<file path="config.mk">
export PLATFORM = sky130hd
export DESIGN_NAME = led_pattern_seq
export DESIGN_NICKNAME = d
export VERILOG_FILES = /design/src/rtl/led_pattern_seq.sv
export SDC_FILE = /design/constraint.sdc
export NUM_CORES = 1
export LEC_CHECK = 0
export ABC_AREA = 1
export BUFFER_PORTS_ARGS = -buffer_cell sky130_fd_sc_hd__buf_2
export CAP_MARGIN = 5
export CORE_ASPECT_RATIO = 2
export CORE_UTILIZATION = 45
export DETAILED_ROUTE_END_ITERATION = 8
export HOLD_SLACK_MARGIN = 0.06
export PLACE_DENSITY = 0.74
export SLEW_MARGIN = 20
export SYNTH_ARGS = -nofsm -noshare
export SYNTH_HDL_FRONTEND = slang
export SYNTH_SLANG_ARGS = --single-unit
</file>
<file path="constraint.sdc">
create_clock -name clk -period 2.01 [get_ports clk]
set_clock_uncertainty 0.15 [all_clocks]
set_input_delay 0 -clock clk [delete_from_list [all_inputs] [get_ports clk]]
set_output_delay 0 -clock clk [all_outputs]
set_load 0.005 [all_outputs]
</file>
<file path="src/rtl/led_pattern_seq.sv">
// led_pattern_seq: prescaled LED pattern sequencer for a bank of N_LEDS outputs.
// Patterns: BIN_UP, BIN_DOWN, ROTATE, BOUNCE; run/pause, single-step and a
// wrap strobe marking the return to the pattern seed.
// Optional PWM dimming of o_leds is enabled by defining LED_SEQ_PWM_EN
// (adds the i_duty input and one cycle of output latency).
module led_pattern_seq #(
    parameter int unsigned N_LEDS   = 5,
    parameter int unsigned TICK_DIV = 6000000
) (
    input  logic              clk,
    input  logic              rst_n,
    input  logic [1:0]        i_mode,
    input  logic              i_run,
    input  logic              i_step,
`ifdef LED_SEQ_PWM_EN
    input  logic [7:0]        i_duty,
`endif
    output logic              o_tick,
    output logic              o_wrap,
    output logic [N_LEDS-1:0] o_leds
);

    localparam int unsigned       PW         = (TICK_DIV > 1) ? $clog2(TICK_DIV) : 1;
    localparam logic [PW-1:0]     PRESC_LAST = PW'(TICK_DIV - 1);
    localparam logic [PW-1:0]     PRESC_ONE  = PW'(1);
    localparam logic [N_LEDS-1:0] LSB_ONE    = {{(N_LEDS-1){1'b0}}, 1'b1};

    typedef enum logic [1:0] {
        BIN_UP   = 2'd0,
        BIN_DOWN = 2'd1,
        ROTATE   = 2'd2,
        BOUNCE   = 2'd3
    } mode_t;

    typedef enum logic {
        DIR_UP   = 1'b0,
        DIR_DOWN = 1'b1
    } dir_t;

    logic [PW-1:0]     r_presc;
    mode_t             r_mode;
    dir_t              r_dir;
    logic [N_LEDS-1:0] r_pattern;

    mode_t             w_mode_in;
    logic              w_mode_chg;
    logic              w_adv;
    logic              w_onehot;
    logic              w_wrap;
    logic [N_LEDS-1:0] w_next;
    dir_t              w_next_dir;

    function automatic logic [N_LEDS-1:0] seed(input mode_t m);
        case (m)
            BIN_UP:   seed = '0;
            BIN_DOWN: seed = '1;
            default:  seed = LSB_ONE;
        endcase
    endfunction

    assign w_mode_in  = mode_t'(i_mode);
    assign w_mode_chg = (w_mode_in != r_mode);
    // Step requests are only honoured while paused.
    assign w_adv      = i_run ? (r_presc == PRESC_LAST) : i_step;
    assign w_onehot   = (r_pattern != '0) && ((r_pattern & (r_pattern - LSB_ONE)) == '0);

    // Next pattern, bounce direction and wrap flag for the current mode.
    always_comb begin
        w_next     = r_pattern;
        w_next_dir = r_dir;
        w_wrap     = 1'b0;
        case (r_mode)
            BIN_UP: begin
                w_next = r_pattern + LSB_ONE;
                w_wrap = (r_pattern == '1);
            end
            BIN_DOWN: begin
                w_next = r_pattern - LSB_ONE;
                w_wrap = (r_pattern == '0);
            end
            ROTATE: begin
                if (w_onehot) begin
                    w_next = {r_pattern[N_LEDS-2:0], r_pattern[N_LEDS-1]};
                    w_wrap = r_pattern[N_LEDS-1];
                end else begin
                    w_next = LSB_ONE;
                end
            end
            BOUNCE: begin
                if (!w_onehot) begin
                    w_next     = LSB_ONE;
                    w_next_dir = DIR_UP;
                end else if (r_dir == DIR_UP) begin
                    if (r_pattern[N_LEDS-1]) begin
                        w_next     = r_pattern >> 1;
                        w_next_dir = DIR_DOWN;
                    end else begin
                        w_next = r_pattern << 1;
                    end
                end else begin
                    if (r_pattern[0]) begin
                        w_next     = r_pattern << 1;
                        w_next_dir = DIR_UP;
                    end else begin
                        w_next = r_pattern >> 1;
                    end
                end
                // Round trip completes on the bit1 -> bit0 step.
                w_wrap = w_onehot && r_pattern[1] && w_next[0];
            end
            default: begin
                w_next = r_pattern;
            end
        endcase
    end

    // Prescaler, mode tracking, pattern register and strobes.
    // Reset and mode change load identical state, so they share one branch.
    always_ff @(posedge clk) begin
        if (!rst_n || w_mode_chg) begin
            r_presc   <= '0;
            o_tick    <= 1'b0;
            o_wrap    <= 1'b0;
            r_mode    <= w_mode_in;
            r_pattern <= seed(w_mode_in);
            r_dir     <= DIR_UP;
        end else if (w_adv) begin
            r_presc   <= '0;
            o_tick    <= 1'b1;
            o_wrap    <= w_wrap;
            r_pattern <= w_next;
            r_dir     <= w_next_dir;
        end else begin
            o_tick <= 1'b0;
            o_wrap <= 1'b0;
            if (i_run) begin
                r_presc <= r_presc + PRESC_ONE;
            end
        end
    end

`ifdef LED_SEQ_PWM_EN
    logic [7:0] r_pwm_cnt;
    logic       w_pwm_on;

    assign w_pwm_on = (r_pwm_cnt < i_duty);

    // Free-running PWM counter and gated, registered LED outputs.
    always_ff @(posedge clk) begin
        if (!rst_n) begin
            r_pwm_cnt <= '0;
            o_leds    <= '0;
        end else begin
            r_pwm_cnt <= r_pwm_cnt + 8'd1;
            o_leds    <= r_pattern & {N_LEDS{w_pwm_on}};
        end
    end
`else
    assign o_leds = r_pattern;
`endif

endmodule
</file>
==> results of run 1 <==
## layer usage
metal  global-route usage  share of wire  vias up
met5                    0              0        -
met4                0.124          0.035        0
met3               0.0291          0.019       18
met2                0.498           0.60       44
met1                0.211           0.35     1010
li1                     -              -     1058
## sequential cells by signal, summed over array words and instances, names as in the netlist
name and cells:
o_leds 5, o_tick 1, o_wrap 1, r_dir 1, r_mode 2, r_presc 23
## worst max-delay path, cell delays in order (launching register included)
cell and delay, ns:
edfxtp_1 0.44, inv_2 0.10, ha_4 0.13, inv_2 0.04
ha_4 0.15, nor2_4 0.10, nand2_2 0.07, nor2_4 0.13
nand4_1 0.13, nand2_1 0.13, nand3_2 0.09, nand2_1 0.07
nand2_1 0.04
## worst paths after layout
check	endpoint	slack, ns	depth (start not counted)
hold / removal	o_tick$_SDFF_PP0_	0.08	5
setup / recovery	o_leds[0]$_DFFE_PP_	-0.005	12
setup reg to reg	o_leds[0]$_DFFE_PP_	-0.005	12
hold reg to reg	r_presc[0]$_SDFFE_PP0P_	0.33	2
## cells by family after synthesis
kind of cell	synth area share
and+or+nand+nor	0.383
buffers and inverters	0.0864
DFF	0.341
AOI/OAI and AO/OA	0.0817
xor gates and xnor gates	0.0613
adders and majority gates	0.0467
## repair_timing
action | CTS | global route
buffers inserted | 2 | 2
hold buffers | 4 | 0
pin swaps | 1 | 8
resized for setup | 1 | 14
endpoints found under the setup margin | 1 | 7
endpoints found under the hold margin | 7 | 0
## power groups by stage
stage               logic (mW)  registers, mW  clock network, mW
floorplan                0.209          0.742                  0
global placement         0.341          0.741                  0
detailed placement       0.343          0.742                  0
CTS                      0.367          0.727              0.492
global route             0.457          0.731              0.519
finish                   0.414          0.728              0.478
## final cells by class
class / instances / area (um2) / area share
Clock buffer: 6 / 72.6 / 0.0284
Tap cell: 55 / 68.8 / 0.0269
Timing Repair Buffer: 34 / 248 / 0.0970
Inverter: 35 / 134 / 0.0524
Multi-Input combinational cell: 237 / 1290 / 0.505
Clock inverter: 2 / 10.0 / 0.00392
Sequential cell: 33 / 731 / 0.286
## Yosys cell counts, types with 3 or more instances
cell type	n	area [um2]
dfxtp_1	26	521
nand4_1	4	25.0
ha_1	8	100
nor2_2	8	50.1
o211ai_1	3	22.5
buf_6	3	33.8
nand2_1	83	312
xnor2_1	4	35.0
nor2_1	51	191
nand3_1	26	130
a21oi_2	4	35.0
o21ai_0	10	50.1
inv_2	3	11.3
a21oi_1	9	45.0
inv_1	31	116
edfxtp_1	7	210
o21bai_1	3	22.5
xor2_1	11	96.3
==> results.toml, run 1 <==
[floorplan]
io_pins = 13
fp.dieW_um = 50.8
start_util = 0.466
core_um2 = 4600
fp-row-count = 35
die_h_um = 99.6
dieArea_um2 = 5060

[pwr]
powerDensity_nw_per_um2 = 634
total_power_mw = 1.62
sequentialPowerShare = 0.450
p_sw_frac = 0.306
ir_drop_uv = 535
p_clk_frac = 0.295
comb_power_share = 0.256
p_int_mw = 1.12
power.leakage_nw = 1.01
p_sw_uw = 496

[finish]
layout-drive-gt1-share = 0.219
layout.nets = 360
mostFrequentLayoutCell = "nand2_1"
fillerInstances = 469
syn_to_final_growth_pct = 19.2
final_util = 0.556
layout_common_cells = "nand2_1 (81), nor2_1 (49), inv_1 (27)"
final_area_um2 = 2550
num_antenna_cells = 0
finalNonFillerCells = 402

[timing]
finalCritPeriodShare = 1.00
grt_setup_unrepaired = "yes"
fmax_ghz = 0.496
setup_violations = 1
hold_viol = 0
tightest_slew_ns = 0.311
hold_ws_ns = 0.0764
layout_setup_ws_ns = -0.00482
tns_ns = -0.00482
fin_crit_ns = 2.01
drv_slew = 0
relSlewSlack = 0.792

[synthesis]
yosysSeqAreaShare = 0.341
synth_fp_nets = 325
ys_seq_elements = 33
synthesis.area_um2 = 2140
syn_avg_cell_area_um2 = 6.89
synth_edf_count = 7
synth.distinct_cells = 32
synthCells = 311
synth-main-ff-cell = "dfxtp_1"
async_reset_ff_frac = 0
synth_warnings = 0

[clock_tree]
cts_tree = "done"
cts.clk_slew.worst_paths_ns = 0.07
clockBufferDepth = 2
cts_root_buf = "clkbuf_8"
cts_buffers = 5
htreeDepth = 2
clkSinkCount = 33
insertion_delay_ns = 0.29

[setup_path]
critPathKind = "register to register"
r2r_start = "o_leds[0]$_DFFE_PP_"
cp-startpoint = "o_leds[0]$_DFFE_PP_"
arrival_ns = 1.91
required_ns = 1.90
worstSetupEndpointType = "register"
cp-start-kind = "register"
worst-path-max-fanout = 4

[grt]
grt_pass1_vias = 2038
grt_overflow = 0
track_usage = 0.242
grt_max_degree = 17
grt_first_pass_wirelength_um = 9070
antenna_found_initial = 0

[worst_hold_path]
hp-start = "rst_n"
hp-class = "input port to register"

[drt]
wl_um = 5490
viasPerCell = 5.30
drc_errors = 0
firstDrtPassIters = 4
ant_nets = 0
vias = 2130
drtIter0Drc = 60
wl_per_cell_um = 13.7

[run_status]
violations = "setup timing"
outcome = "complete, but fails checks"

[place]
numPortBuffers = 12
placed_cells = 386
gp_congestion = 0.956
pre_cts_slack_ns = -0.0316
place_hpwl_um = 4300
place_area_um2 = 2360

[job]
max_cap_violations = 0
Note: power is estimated with default switching activity, not from simulation.
==> run 2: changes to the inputs <==
--- a/config.mk
+++ b/config.mk
@@ -12,8 +12,8 @@
 export CORE_UTILIZATION = 45
 export DETAILED_ROUTE_END_ITERATION = 8
 export HOLD_SLACK_MARGIN = 0.06
-export PLACE_DENSITY = 0.74
-export SLEW_MARGIN = 20
+export PLACE_DENSITY = 0.72
+export SLEW_MARGIN = 10
 export SYNTH_ARGS = -nofsm -noshare
 export SYNTH_HDL_FRONTEND = slang
 export SYNTH_SLANG_ARGS = --single-unit
==> constraint.sdc (replaced) <==
create_clock -name clk -period 2.1 [get_ports clk]
set_clock_uncertainty 0.15 [all_clocks]
set_input_delay 0 -clock clk [delete_from_list [all_inputs] [get_ports clk]]
set_output_delay 0 -clock clk [all_outputs]
set_load 0.005 [all_outputs]
==> results.toml, run 2 (same netlist as run 1, synthesis figures left out) <==
[timing]
relSlewSlack = 0.776
fmax_ghz = 0.501
hold_ws_ns = 0.334
drv_slew = 0
finalCritPeriodShare = 0.951
setup_violations = 0
hold_viol = 0
tns_ns = 0
grt_setup_unrepaired = "no"
tightest_slew_ns = 0.336
fin_crit_ns = 2.00

[grt]
track_usage = 0.235
grt_pass1_vias = 2083
antenna_found_initial = 0
grt_first_pass_wirelength_um = 8840
grt_overflow = 0
grt_max_degree = 24

[drt]
drc_errors = 0
vias = 2068
drtIter0Drc = 59
viasPerCell = 5.14
wl_um = 5410
ant_nets = 0
wl_per_cell_um = 13.5
firstDrtPassIters = 4

[clock_tree]
insertion_delay_ns = 0.28
cts_buffers = 5
cts.clk_slew.worst_paths_ns = 0.07
clockBufferDepth = 2
clkSinkCount = 33
cts_root_buf = "clkbuf_8"
htreeDepth = 2
cts_tree = "done"

[setup_path]
cp-start-kind = "register"
worstSetupEndpointType = "register"
required_ns = 1.98
arrival_ns = 1.88
critPathKind = "register to register"
worst-path-max-fanout = 6

[finish]
layout.nets = 360
layout-drive-gt1-share = 0.199
top_regs = "r_presc (23), o_leds (5), r_mode (2)"
largest_reg_flops = 23
mostFrequentLayoutCell = "nand2_1"
syn_to_final_growth_pct = 18.0
num_antenna_cells = 0
regMostFlops = "r_presc"
layout_common_cells = "nand2_1 (81), nor2_1 (48), inv_1 (29)"

[pwr]
ir_drop_uv = 605
powerDensity_nw_per_um2 = 599
p_clk_frac = 0.298
power.leakage_nw = 0.992
comb_power_share = 0.242
sequentialPowerShare = 0.460
p_sw_uw = 452
p_sw_frac = 0.298
p_int_mw = 1.06

[floorplan]
start_util = 0.466
io_pins = 13
fp-row-count = 35
core_um2 = 4600
die_h_um = 99.6
dieArea_um2 = 5060
fp.dieW_um = 50.8

[run_status]
outcome = "completed"

[job]
max_cap_violations = 0

[worst_hold_path]
hp-class = "register to register"

[place]
gp_congestion = 0.945
numPortBuffers = 12
place_hpwl_um = 4220
==> run 2: changes by cell type in the layout (fill, tap and decap cells not counted), moves of 2 or more <==
| cell | before | now |
|---|---|---|
| o21ai_0 | 7 | 9 |
| nor2_2 | 8 | 10 |
| inv_1 | 27 | 29 |
| inv_2 | 7 | 4 |
| clkinv_2 | 2 | 0 |
| buf_6 | 0 | 2 |
| buf_4 | 17 | 15 |
| clkbuf_1 | 1 | 3 |
==> run 2: repair_timing <==
item	in CTS	in global routing
setup buffers	0	2
hold buffers	5	0
endpoints found under the hold margin	9	0
gates resized for setup	0	16
setup endpoints to repair	0	7
==> run 2: per-layer routing <==
layer  share of wire  wire length, um  GRT usage  up-vias
met1            0.34             1850      0.194      949
li1                -                -          -     1053
met5               0                0          0        -
met2            0.58             3120      0.476       44
met4           0.058              313      0.150        0
met3           0.023              122     0.0367       22
==> run 2: final cells by class <==
class / instances / area [um2]
inverters: 35 / 136
multi-input cells: 237 / 1270
well taps: 55 / 68.8
repair buffers: 34 / 245
flip-flops and latches: 33 / 731
clock buffers: 8 / 80.1
fillers: 476 / 2070
==> run 2: path summary, 6_finish.rpt <==
check | depth (start not counted) | to | startpoint | slack, ns
max | 9 | o_leds[4]$_DFFE_PP_ | o_leds[1]$_DFFE_PP_ | 0.10
min | 2 | r_presc[0]$_SDFFE_PP0P_ | r_presc[0]$_SDFFE_PP0P_ | 0.33
min reg2reg | 2 | r_presc[0]$_SDFFE_PP0P_ | r_presc[0]$_SDFFE_PP0P_ | 0.33
max reg2reg | 9 | o_leds[4]$_DFFE_PP_ | o_leds[1]$_DFFE_PP_ | 0.10
==> run 2: worst max-delay path, cell delays in order, from the launching register on <==
cell and delay, ns:
edfxtp_1 0.40, buf_4 0.18, ha_1 0.23, inv_1 0.10
nor2_1 0.06, ha_1 0.26, o21ai_0 0.16, nor2_1 0.08
nand2_1 0.07, nand2_1 0.05
==> run 2: power by group through the flow <==
| stage | Clock [mW] | Sequential (mW) | Combinational, mW |
|---|---|---|---|
| global placement | 0 | 0.707 | 0.306 |
| detailed placement | 0 | 0.708 | 0.310 |
| finish | 0.451 | 0.698 | 0.367 |
| global route | 0.489 | 0.700 | 0.402 |
| floorplan | 0 | 0.709 | 0.191 |
| CTS | 0.470 | 0.694 | 0.319 |
==> run 2: metrics by stage <==
stage	setup slack, ns	area (um2)	total power, mW	cells	util
detailed placement	0.107	2340	1.02	387	0.508
global route	0.0102	2530	1.59	402	0.550
finish	0.103	2530	1.52	402	0.550
global placement	0.123	2340	1.01	387	0.508
CTS	0.0865	2470	1.48	400	0.536
floorplan	0.0311	2150	0.900	311	-
==> run 3: changes to the inputs <==
--- a/config.mk
+++ b/config.mk
@@ -9,10 +9,10 @@
 export BUFFER_PORTS_ARGS = -buffer_cell sky130_fd_sc_hd__buf_2
 export CAP_MARGIN = 5
 export CORE_ASPECT_RATIO = 2
-export CORE_UTILIZATION = 45
+export CORE_UTILIZATION = 60
 export DETAILED_ROUTE_END_ITERATION = 8
 export HOLD_SLACK_MARGIN = 0.06
-export PLACE_DENSITY = 0.72
+export PLACE_DENSITY = 0.89
 export SLEW_MARGIN = 10
 export SYNTH_ARGS = -nofsm -noshare
 export SYNTH_HDL_FRONTEND = slang
==> results.toml, run 3 (same netlist as run 1, synthesis figures left out) <==
[timing]
hold_viol = 0
setup_violations = 0
finalCritPeriodShare = 0.986
tightest_slew_ns = 0.336
hold_ws_ns = 0.341
fin_crit_ns = 2.07
drv_slew = 0
fmax_ghz = 0.483
grt_setup_unrepaired = "yes"
relSlewSlack = 0.776
layout_setup_ws_ns = 0.0288

[grt]
grt_overflow = 0
track_usage = 0.330
grt_pass1_vias = 2083
grt_first_pass_wirelength_um = 9050
grt_max_degree = 23
antenna_found_initial = 0

[drt]
firstDrtPassIters = 6
wl_per_cell_um = 14.3
drc_errors = 4
ant_nets = 0
drtIter0Drc = 78
viasPerCell = 5.39
wl_um = 5640
vias = 2117

[pwr]
powerDensity_nw_per_um2 = 617
comb_power_share = 0.237
p_sw_frac = 0.297
p_sw_uw = 462
p_int_mw = 1.09
power.leakage_nw = 0.991
sequentialPowerShare = 0.449
p_clk_frac = 0.314
ir_drop_uv = 576

[worst_hold_path]
hold_path_depth = 2
hp-class = "register to register"

[clock_tree]
clockBufferDepth = 2
insertion_delay_ns = 0.29
cts_root_buf = "clkbuf_8"
clkSinkCount = 33
cts.clk_slew.worst_paths_ns = 0.06
cts_tree = "done"
htreeDepth = 2
cts_buffers = 5

[setup_path]
cp-start-kind = "register"
worst-path-max-fanout = 4
required_ns = 1.99
worstSetupEndpointType = "register"
arrival_ns = 1.97
ff2ff_path_depth = 12
critPathKind = "register to register"

[finish]
largest_reg_flops = 23
num_antenna_cells = 0
syn_to_final_growth_pct = 17.7
seq_area_um2 = 731
fillerInstances = 286
regMostFlops = "r_presc"
top_regs = "r_presc (23), o_leds (5), r_mode (2)"
multiInputGateArea_um2 = 1280
layout.nets = 358
mostFrequentLayoutCell = "nand2_1"
layout-drive-gt1-share = 0.203
layout_common_cells = "nand2_1 (81), nor2_1 (49), inv_1 (28)"

[place]
numPortBuffers = 12
pre_cts_slack_ns = -0.0305
place_hpwl_um = 4110
gp_congestion = 1.00

[run_status]
outcome = "complete, but fails checks"
violations = "DRC"

[floorplan]
io_pins = 13
die_h_um = 86.5
fp-row-count = 30
dieArea_um2 = 3830
fp.dieW_um = 44.3
core_um2 = 3420
start_util = 0.627

[job]
max_cap_violations = 0
==> run 3: metal layers <==
layer	track usage	up-vias	part of all wire	routed length, um
li1	-	1051	-	-
met1	0.281	953	0.33	1870
met2	0.599	77	0.56	3140
met3	0.0625	36	0.033	184
met4	0.292	0	0.080	450
met5	0	-	0	0
==> run 3: final timing paths <==
path / from / endpoint / slack, ns
worst max-delay path: o_leds[1]$_DFFE_PP_ / o_leds[0]$_DFFE_PP_ / 0.03
worst min-delay path: r_presc[0]$_SDFFE_PP0P_ / r_presc[0]$_SDFFE_PP0P_ / 0.34
worst max register to register: o_leds[1]$_DFFE_PP_ / o_leds[0]$_DFFE_PP_ / 0.03
worst min register to register: r_presc[0]$_SDFFE_PP0P_ / r_presc[0]$_SDFFE_PP0P_ / 0.34
==> run 3: critical path: stages (launching register included) <==
cell and delay [ns]:
edfxtp_1 0.41, inv_2 0.10, ha_4 0.15, inv_2 0.04, ha_2 0.16, nor2_1 0.10
nand2_1 0.10, nor2_4 0.16, nand4_1 0.15, nand2_2 0.12, nand3_2 0.06, nand2_1 0.06
nand2_1 0.04
==> run 3: what timing repair did <==
action / CTS / global route
resized for setup: 1 / 18
setup buffers: 0 / 3
endpoints found under the setup margin: 1 / 8
pin swaps: 0 / 9
cloned: 0 / 0
endpoints found under the hold margin: 10 / 0
hold buffers: 5 / 0
==> run 3: power groups by stage <==
stage / logic [mW] / clock network [mW] / registers (mW)
2_1_floorplan: 0.191 / 0 / 0.709
3_3_place_gp: 0.291 / 0 / 0.706
3_5_place_dp: 0.296 / 0 / 0.708
4_1_cts: 0.305 / 0.497 / 0.694
5_1_grt: 0.405 / 0.527 / 0.700
6_report: 0.369 / 0.489 / 0.698
==> run 3: final cells by class <==
| type | instances | area share |
|---|---|---|
| Inverter | 35 | 0.0530 |
| Tap cell | 48 | 0.0238 |
| Sequential cell | 33 | 0.290 |
| Timing Repair Buffer | 32 | 0.0912 |
| Clock buffer | 8 | 0.0357 |
| Multi-Input combinational cell | 237 | 0.507 |
==> run 3: per-stage QoR <==
step | setup TNS (ns) | power, mW | utilization | instances | instance area (um2)
2_1_floorplan | 0 | 0.900 | - | 311 | 2150
3_3_place_gp | 0 | 0.997 | 0.675 | 377 | 2300
3_5_place_dp | -0.0305 | 1.00 | 0.675 | 377 | 2300
4_1_cts | 0 | 1.50 | 0.716 | 390 | 2440
5_1_grt | -0.204 | 1.63 | 0.739 | 393 | 2520
6_report | 0 | 1.56 | 0.739 | 393 | 2520
